===== src/rtl/ram_arbiter_pkg.sv =====
// ram_arbiter_pkg: shared types for the data-RAM arbiter.
//   owner_e   - which requester an access belongs to
//   mem_tag_t - per-access bookkeeping carried alongside an in-flight RAM access
package ram_arbiter_pkg;

    typedef enum logic {
        OWN_CPU = 1'b0,
        OWN_VGA = 1'b1
    } owner_e;

    typedef struct packed {
        logic   valid;
        owner_e owner;
        logic   is_write;
    } mem_tag_t;

    localparam mem_tag_t TAG_IDLE = '{valid: 1'b0, owner: OWN_CPU, is_write: 1'b0};

endpackage


===== src/rtl/ram_tag_pipe.sv =====
// ram_tag_pipe: DEPTH-deep shift register of access tags. It mirrors the RAM
// read latency so each response can be steered back to its owner.
//   clk   - pipeline clock
//   rst   - asynchronous active-low clear (all stages become TAG_IDLE)
//   tag_i - tag of the access issued this cycle (valid=0 when no access)
//   tag_o - tag whose RAM data is on mem_rdata this cycle
module ram_tag_pipe
    import ram_arbiter_pkg::*;
#(
    parameter int DEPTH = 1
) (
    input  logic     clk,
    input  logic     rst,
    input  mem_tag_t tag_i,
    output mem_tag_t tag_o
);

    mem_tag_t tag_q [DEPTH];

    always_ff @(posedge clk or negedge rst) begin
        if (!rst) begin
            for (int i = 0; i < DEPTH; i++) begin
                tag_q[i] <= TAG_IDLE;
            end
        end else begin
            tag_q[0] <= tag_i;
            for (int i = 1; i < DEPTH; i++) begin
                tag_q[i] <= tag_q[i-1];
            end
        end
    end

    assign tag_o = tag_q[DEPTH-1];

endmodule


===== src/rtl/ram_arbiter.sv =====
// ram_arbiter: shares one data-RAM port between the CPU memory stage and the
// VGA scanout reader. One access per cycle, combinational grant, responses
// routed back to their owner through ram_tag_pipe.
//   clk, rst                 - pipeline clock, async active-low reset
//   cpu_req_* / cpu_rsp_*    - CPU load/store request and response
//   vga_req_* / vga_rsp_*    - VGA read request and response, vga_urgent priority hint
//   mem_*                    - RAM port (mem_rdata arrives MEM_LAT cycles after mem_en)
//   starve_events            - saturating count of forced CPU grants
// DW must be a multiple of 8; MEM_LAT must be 1..4.
module ram_arbiter
    import ram_arbiter_pkg::*;
#(
    parameter int AW         = 14,
    parameter int DW         = 32,
    parameter int MEM_LAT    = 1,
    parameter int STARVE_MAX = 8
) (
    input  logic            clk,
    input  logic            rst,
    input  logic            cpu_req_valid,
    output logic            cpu_req_ready,
    input  logic            cpu_req_we,
    input  logic [AW-1:0]   cpu_req_addr,
    input  logic [DW-1:0]   cpu_req_wdata,
    input  logic [DW/8-1:0] cpu_req_wstrb,
    output logic            cpu_rsp_valid,
    output logic [DW-1:0]   cpu_rsp_rdata,
    input  logic            vga_req_valid,
    output logic            vga_req_ready,
    input  logic [AW-1:0]   vga_req_addr,
    input  logic            vga_urgent,
    output logic            vga_rsp_valid,
    output logic [DW-1:0]   vga_rsp_rdata,
    output logic            mem_en,
    output logic [DW/8-1:0] mem_wstrb,
    output logic [AW-1:0]   mem_addr,
    output logic [DW-1:0]   mem_wdata,
    input  logic [DW-1:0]   mem_rdata,
    output logic [15:0]     starve_events
);

    localparam int SCW = $clog2(STARVE_MAX + 1);

    owner_e          rr_last_q, rr_last_d;
    logic [SCW-1:0]  starve_cnt_q, starve_cnt_d;
    logic [15:0]     starve_events_q, starve_events_d;

    logic     cpu_v, vga_v, both_v, starved;
    logic     grant_cpu, grant_vga, grant, cpu_store, forced;
    mem_tag_t tag_new, tag_last;

    // Requests are masked while reset is held so every output reads 0 then,
    // even though ready is combinational from valid.
    assign cpu_v   = cpu_req_valid & rst;
    assign vga_v   = vga_req_valid & rst;
    assign both_v  = cpu_v & vga_v;
    assign starved = (starve_cnt_q == SCW'(STARVE_MAX));

    always_comb begin
        grant_cpu = 1'b0;
        grant_vga = 1'b0;
        if (both_v) begin
            if (starved)                  grant_cpu = 1'b1;
            else if (vga_urgent)          grant_vga = 1'b1;
            else if (rr_last_q == OWN_VGA) grant_cpu = 1'b1;
            else                          grant_vga = 1'b1;
        end else begin
            grant_cpu = cpu_v;
            grant_vga = vga_v;
        end
    end

    assign grant     = grant_cpu | grant_vga;
    assign cpu_store = grant_cpu & cpu_req_we;
    // Only counts as a starvation event when urgency would otherwise have won.
    assign forced    = grant_cpu & both_v & starved & vga_urgent;

    assign cpu_req_ready = grant_cpu;
    assign vga_req_ready = grant_vga;

    assign mem_en    = grant;
    assign mem_addr  = grant_cpu ? cpu_req_addr : (grant_vga ? vga_req_addr : '0);
    assign mem_wstrb = cpu_store ? cpu_req_wstrb : '0;
    assign mem_wdata = cpu_store ? cpu_req_wdata : '0;

    assign tag_new = '{valid:    grant,
                       owner:    grant_cpu ? OWN_CPU : OWN_VGA,
                       is_write: cpu_store};

    ram_tag_pipe #(.DEPTH(MEM_LAT)) u_tag_pipe (
        .clk   (clk),
        .rst   (rst),
        .tag_i (tag_new),
        .tag_o (tag_last)
    );

    assign cpu_rsp_valid = tag_last.valid & (tag_last.owner == OWN_CPU);
    assign vga_rsp_valid = tag_last.valid & (tag_last.owner == OWN_VGA);
    assign cpu_rsp_rdata = (cpu_rsp_valid & ~tag_last.is_write) ? mem_rdata : '0;
    assign vga_rsp_rdata = vga_rsp_valid ? mem_rdata : '0;

    always_comb begin
        rr_last_d       = rr_last_q;
        starve_cnt_d    = starve_cnt_q;
        starve_events_d = starve_events_q;
        if (grant) begin
            rr_last_d = grant_cpu ? OWN_CPU : OWN_VGA;
        end
        if (!cpu_req_valid || grant_cpu) begin
            starve_cnt_d = '0;
        end else if (grant_vga && !starved) begin
            starve_cnt_d = starve_cnt_q + SCW'(1);
        end
        if (forced && (starve_events_q != 16'hFFFF)) begin
            starve_events_d = starve_events_q + 16'd1;
        end
    end

    always_ff @(posedge clk or negedge rst) begin
        if (!rst) begin
            rr_last_q       <= OWN_VGA;
            starve_cnt_q    <= '0;
            starve_events_q <= '0;
        end else begin
            rr_last_q       <= rr_last_d;
            starve_cnt_q    <= starve_cnt_d;
            starve_events_q <= starve_events_d;
        end
    end

    assign starve_events = starve_events_q;

endmodule


===== config.mk =====
export PLATFORM = sky130hd
export DESIGN_NAME = ram_arbiter
export DESIGN_NICKNAME = d
export VERILOG_FILES = /design/src/rtl/ram_arbiter_pkg.sv /design/src/rtl/ram_tag_pipe.sv /design/src/rtl/ram_arbiter.sv
export SDC_FILE = /design/constraint.sdc
export NUM_CORES = 1
export LEC_CHECK = 0
export ABC_AREA = 0
export ABC_CLOCK_PERIOD_IN_PS = 2400
export CAP_MARGIN = 20
export CORE_AREA = 2 2 93 95
export DETAILED_ROUTE_END_ITERATION = 8
export DIE_AREA = 0 0 95 97
export GPL_ROUTABILITY_DRIVEN = 0
export PLACE_DENSITY_LB_ADDON = 0.05
export SYNTH_ARGS = -nofsm -noshare
export SYNTH_HDL_FRONTEND = slang
export SYNTH_HIERARCHICAL = 1
export SYNTH_SLANG_ARGS = --single-unit

===== constraint.sdc =====
create_clock -name clk -period 2.4 [get_ports clk]
set_input_delay 0.36 -clock clk [delete_from_list [all_inputs] [get_ports clk]]
set_output_delay 0.36 -clock clk [all_outputs]
set_load 0.05 [all_outputs]

==> summary by stage, run 1 <==
Cells and area
The area growth from synthesis to layout is 166%. For this run, the post-layout net count is 592. The library cell used most frequently in the layout, excluding fill and tap cells, is sky130_fd_sc_hd__clkdlybuf4s50_1. The final design instance area without fill is about 0.0056 mm^2.

Registers take 602 um^2. The area of the multi-input gates is 0.00145 mm^2. Once layout is complete, the utilization of the core stands at 0.689.

In the layout the commonest cells are 117 x sky130_fd_sc_hd__clkdlybuf4s50_1, 88 x sky130_fd_sc_hd__buf_12, 58 x sky130_fd_sc_hd__and3_1, 49 x sky130_fd_sc_hd__buf_4, 34 x sky130_fd_sc_hd__and2_1. The antenna diode count is 0. The filler cell count is 598.

In the final layout, the share of cells above drive strength 1 is 0.342. The post-layout instance count excluding filler cells is 591.

Floorplan
The I/O pin total is between 200 and 250. The effective utilization at floorplan is 0.259. The die width is approximately 95 um. The number of rows in the core area is 33. The area of the die is 0.00922 mm^2. The area of the placeable core is 0.00813 mm^2. The height of the die is around 97 um.

Synth
The net count of the mapped netlist is 353. The mapped netlist covers 0.00211 mm^2. Yosys printed 6 warnings.

The most used flip-flop cell after synthesis is sky130_fd_sc_hd__dfrtp_1. The post-synthesis instance total is 248. In this run, distinct cell masters in the synthesized netlist total 39. The number of synthesized register bits is 24.

The count of flip-flops with a built-in enable after synthesis is 0. The share of the Yosys chip area taken by registers is 0.286. The share of async-settable or async-resettable flops after synthesis is 1.00. After synthesis, the mean cell area works out to 8.50 um^2.

CTS
The total CTS buffers is 3. Clock-pin slew was measured on the worst setup and hold paths at about 0.08 ns. The level count of the clock H-tree is 1. The count of hold buffers inserted by post-cts repair is 0.

Clock latency on the worst-skew pair, taken at its later pin, is 0.27 ns. The clock passes through at most 2 buffers. The library cell used as clock root buffer is sky130_fd_sc_hd__clkbuf_8. The clock tree from TritonCTS is done. The clock sink count is 24.

Detailed routing
Dividing the detail-routed via count by the number of cells gives between 4 and 5. The total number of vias is 2842. The length of the first detailed-routing pass in iterations is 5. The average wire length per cell after detail routing is about 18 um. The routed wire length is 10.8 mm. The post-route DRC violation count is 0. The count of antenna-violating nets left after detailed routing is 0. In this run, the number of DRC markers left after iteration 0 of detailed routing was 81.

Power and ir drop
The maximum ir drop on the vdd rail is between 0.00015 and 0.0002 V. For this design the static power due to leakage is 2.60 nW. The reported net switching power is between 0.6 and 0.7 mW. The net switching fraction of the power is 0.378. The share of total power dissipated in sequential elements is 0.264. The cell-internal power is ~1.0 mW. The share of total power in the clock network is 0.175. Power spread over the standard cell area amounts to 286 mW/mm^2.

The share of total power dissipated in combinational logic is 0.561.

STA
Measured against its own limit, the worst slew margin works out to 0.661. For the finished layout, the period the worst path requires is roughly 2.3 ns. The post-route setup TNS is 0 ns. The hold violation count in the final report is 0. The final setup violation count is 0. The worst setup margin is 0.0795 ns. The final-report max-slew violation count is 0. The fmax is 431 MHz. Dividing the final minimum period by the clock period gives 0.967. The transition at the pin with the smallest max-transition slack is 0.506 ns. The maximum clock skew at final layout is roughly 0.0043 ns.

Critical path
For this design, the slowest cell found on the critical path is sky130_fd_sc_hd__clkdlybuf4s50_1. The worst setup path is captured at an output port. The data required time at the worst endpoint is 2.04 ns. The most numerous cell type found on the critical path is sky130_fd_sc_hd__buf_12.

The largest stage delay on the critical path is slightly above 0.6 ns. Walking the worst path, the cells encountered are clkdlybuf4s50_1 > nand2_1 > a31oi_4 > buf_12 > clkbuf_16 > and3_1 > buf_12. Of all nets on the critical path, the largest fanout is 14. The critical path is of the input port to output port type.

The arrival time of data at the critical path endpoint is approximately 2.0 ns. The worst setup path is launched from an input port.

GRT
The final global-route overflow total is 0. Entering global routing, the biggest net connects 34 pins. The total routing usage reported by global routing is 0.222. The initial antenna violation count was 0.

The first global-routing pass estimated 15.6 mm of wire. The number of global-route vias before repair is 2771.

Worst hold path
The tightest min-delay check is of the register to register type.

Placement
Counting tap cells, the placed design contains a total of 580 instances. The post-detailed-placement half-perimeter wirelength is 8.92 mm. The placed standard-cell area is between 0.005 and 0.006 mm^2. The number of port buffers is between 200 and 250. The pre-CTS setup slack is 0.0220 ns.

Run status
The flow ran to the end, and the final reports show no timing, DRC or antenna violations.

Flow run
The number of violations of the max-capacitance limit is 0.
-- routing by layer --
| metal | up-vias | global-route usage | wire length [um] |
|---|---|---|---|
| met2 | 155 | 0.422 | 6020 |
| met5 | - | 0 | 0 |
| met4 | 0 | 0.0613 | 215 |
| li1 | 1366 | - | - |
| met3 | 15 | 0.0771 | 979 |
| met1 | 1306 | 0.221 | 3580 |
-- repair_timing --
item / CTS / global route
buffers inserted: 0 / 5
gates resized for setup: 2 / 7
cloned: 0 / 2
endpoints found under the hold margin: 0 / 0
setup endpoints to repair: 1 / 50
pin swaps: 1 / 2
-- Yosys cell counts (all sizes together), types with 2 or more instances --
cell / n / area share
clkbuf: 18 / 0.032
o21a: 2 / 0.0071
xnor2: 6 / 0.025
and2: 34 / 0.10
and4: 4 / 0.017
nand3b: 2 / 0.013
inv: 4 / 0.0071
buf: 4 / 0.015
nand2: 9 / 0.016
ha: 3 / 0.018
nand3: 7 / 0.017
a22o: 14 / 0.058
nor4b: 5 / 0.031
a21oi: 2 / 0.0048
dfrtp: 23 / 0.27
nor2b: 2 / 0.0059
nor3: 4 / 0.0095
xor2: 10 / 0.042
nor2: 5 / 0.0089
nand4: 7 / 0.024
and3: 70 / 0.21
-- worst max-delay path, delay by kind of cell --
kind,cells,cell delay (ns)
AND/OR/NAND/NOR,2,0.34
AO/OA/AOI/OAI,1,0.18
buffers and inverters,4,1.07
-- flip-flops by register name, summed over array words and instances (netlist names) --
name and flops:
u_tag_pipe/tag_o 3, starve_events 16, starve_cnt_q 4, rr_last_q 1
-- path summary, 6_finish.rpt --
path	depth (start not counted)	slack, ns	endpoint	from
max reg2reg	6	0.39	starve_events[13]	starve_cnt_q[0]
min in group asynchronous	2	0.60	starve_cnt_q[3]	rst
min	1	0.50	starve_events[11]	starve_events[11]
max	7	0.08	mem_wdata[11]	rst
min reg2reg	1	0.50	starve_events[11]	starve_events[11]
max in group asynchronous	2	1.58	rr_last_q	rst
-- power by group through the flow --
stage / Clock [mW] / Combinational (mW) / Sequential (mW)
5_1_grt: 0.305 / 0.940 / 0.426
6_report: 0.280 / 0.902 / 0.424
4_1_cts: 0.285 / 0.880 / 0.425
3_3_place_gp: 0 / 0.872 / 0.432
3_5_place_dp: 0 / 0.877 / 0.433
2_1_floorplan: 0 / 0.383 / 0.443
-- final cells by class --
| cell class | instances | share of cell area |
|---|---|---|
| multi-input combinational | 198 | 0.259 |
| inverter | 4 | 0.00268 |
| sequential | 24 | 0.107 |
| timing repair buffer | 256 | 0.598 |
| clock buffer | 4 | 0.00982 |
| tap | 105 | 0.0234 |
-- stage by stage --
stage                     power [mW]  hold slack [ns]
after detailed placement        1.31            0.490
final                           1.61            0.502
after global placement          1.30            0.478
after global routing            1.67            0.521
after CTS                       1.59            0.505
after floorplan                0.826           0.0644
-- logic make-up after synthesis --
logic type	synth area share
simple gates	0.482
buf+inv	0.0546
flops	0.286
compound gates	0.0837
xor+xnor	0.0665
fa+ha+maj	0.0178
mux	0.0101
(Power assumes the default switching activity.)
==> run 2, diff against run 1 <==
--- a/config.mk
+++ b/config.mk
@@ -5,7 +5,6 @@
 export SDC_FILE = /design/constraint.sdc
 export NUM_CORES = 1
 export LEC_CHECK = 0
-export ABC_AREA = 0
 export ABC_CLOCK_PERIOD_IN_PS = 2400
 export CAP_MARGIN = 20
 export CORE_AREA = 2 2 93 95
==> results of run 2 <==
The final DEF is identical to that of run 1; final timing and power are the same.
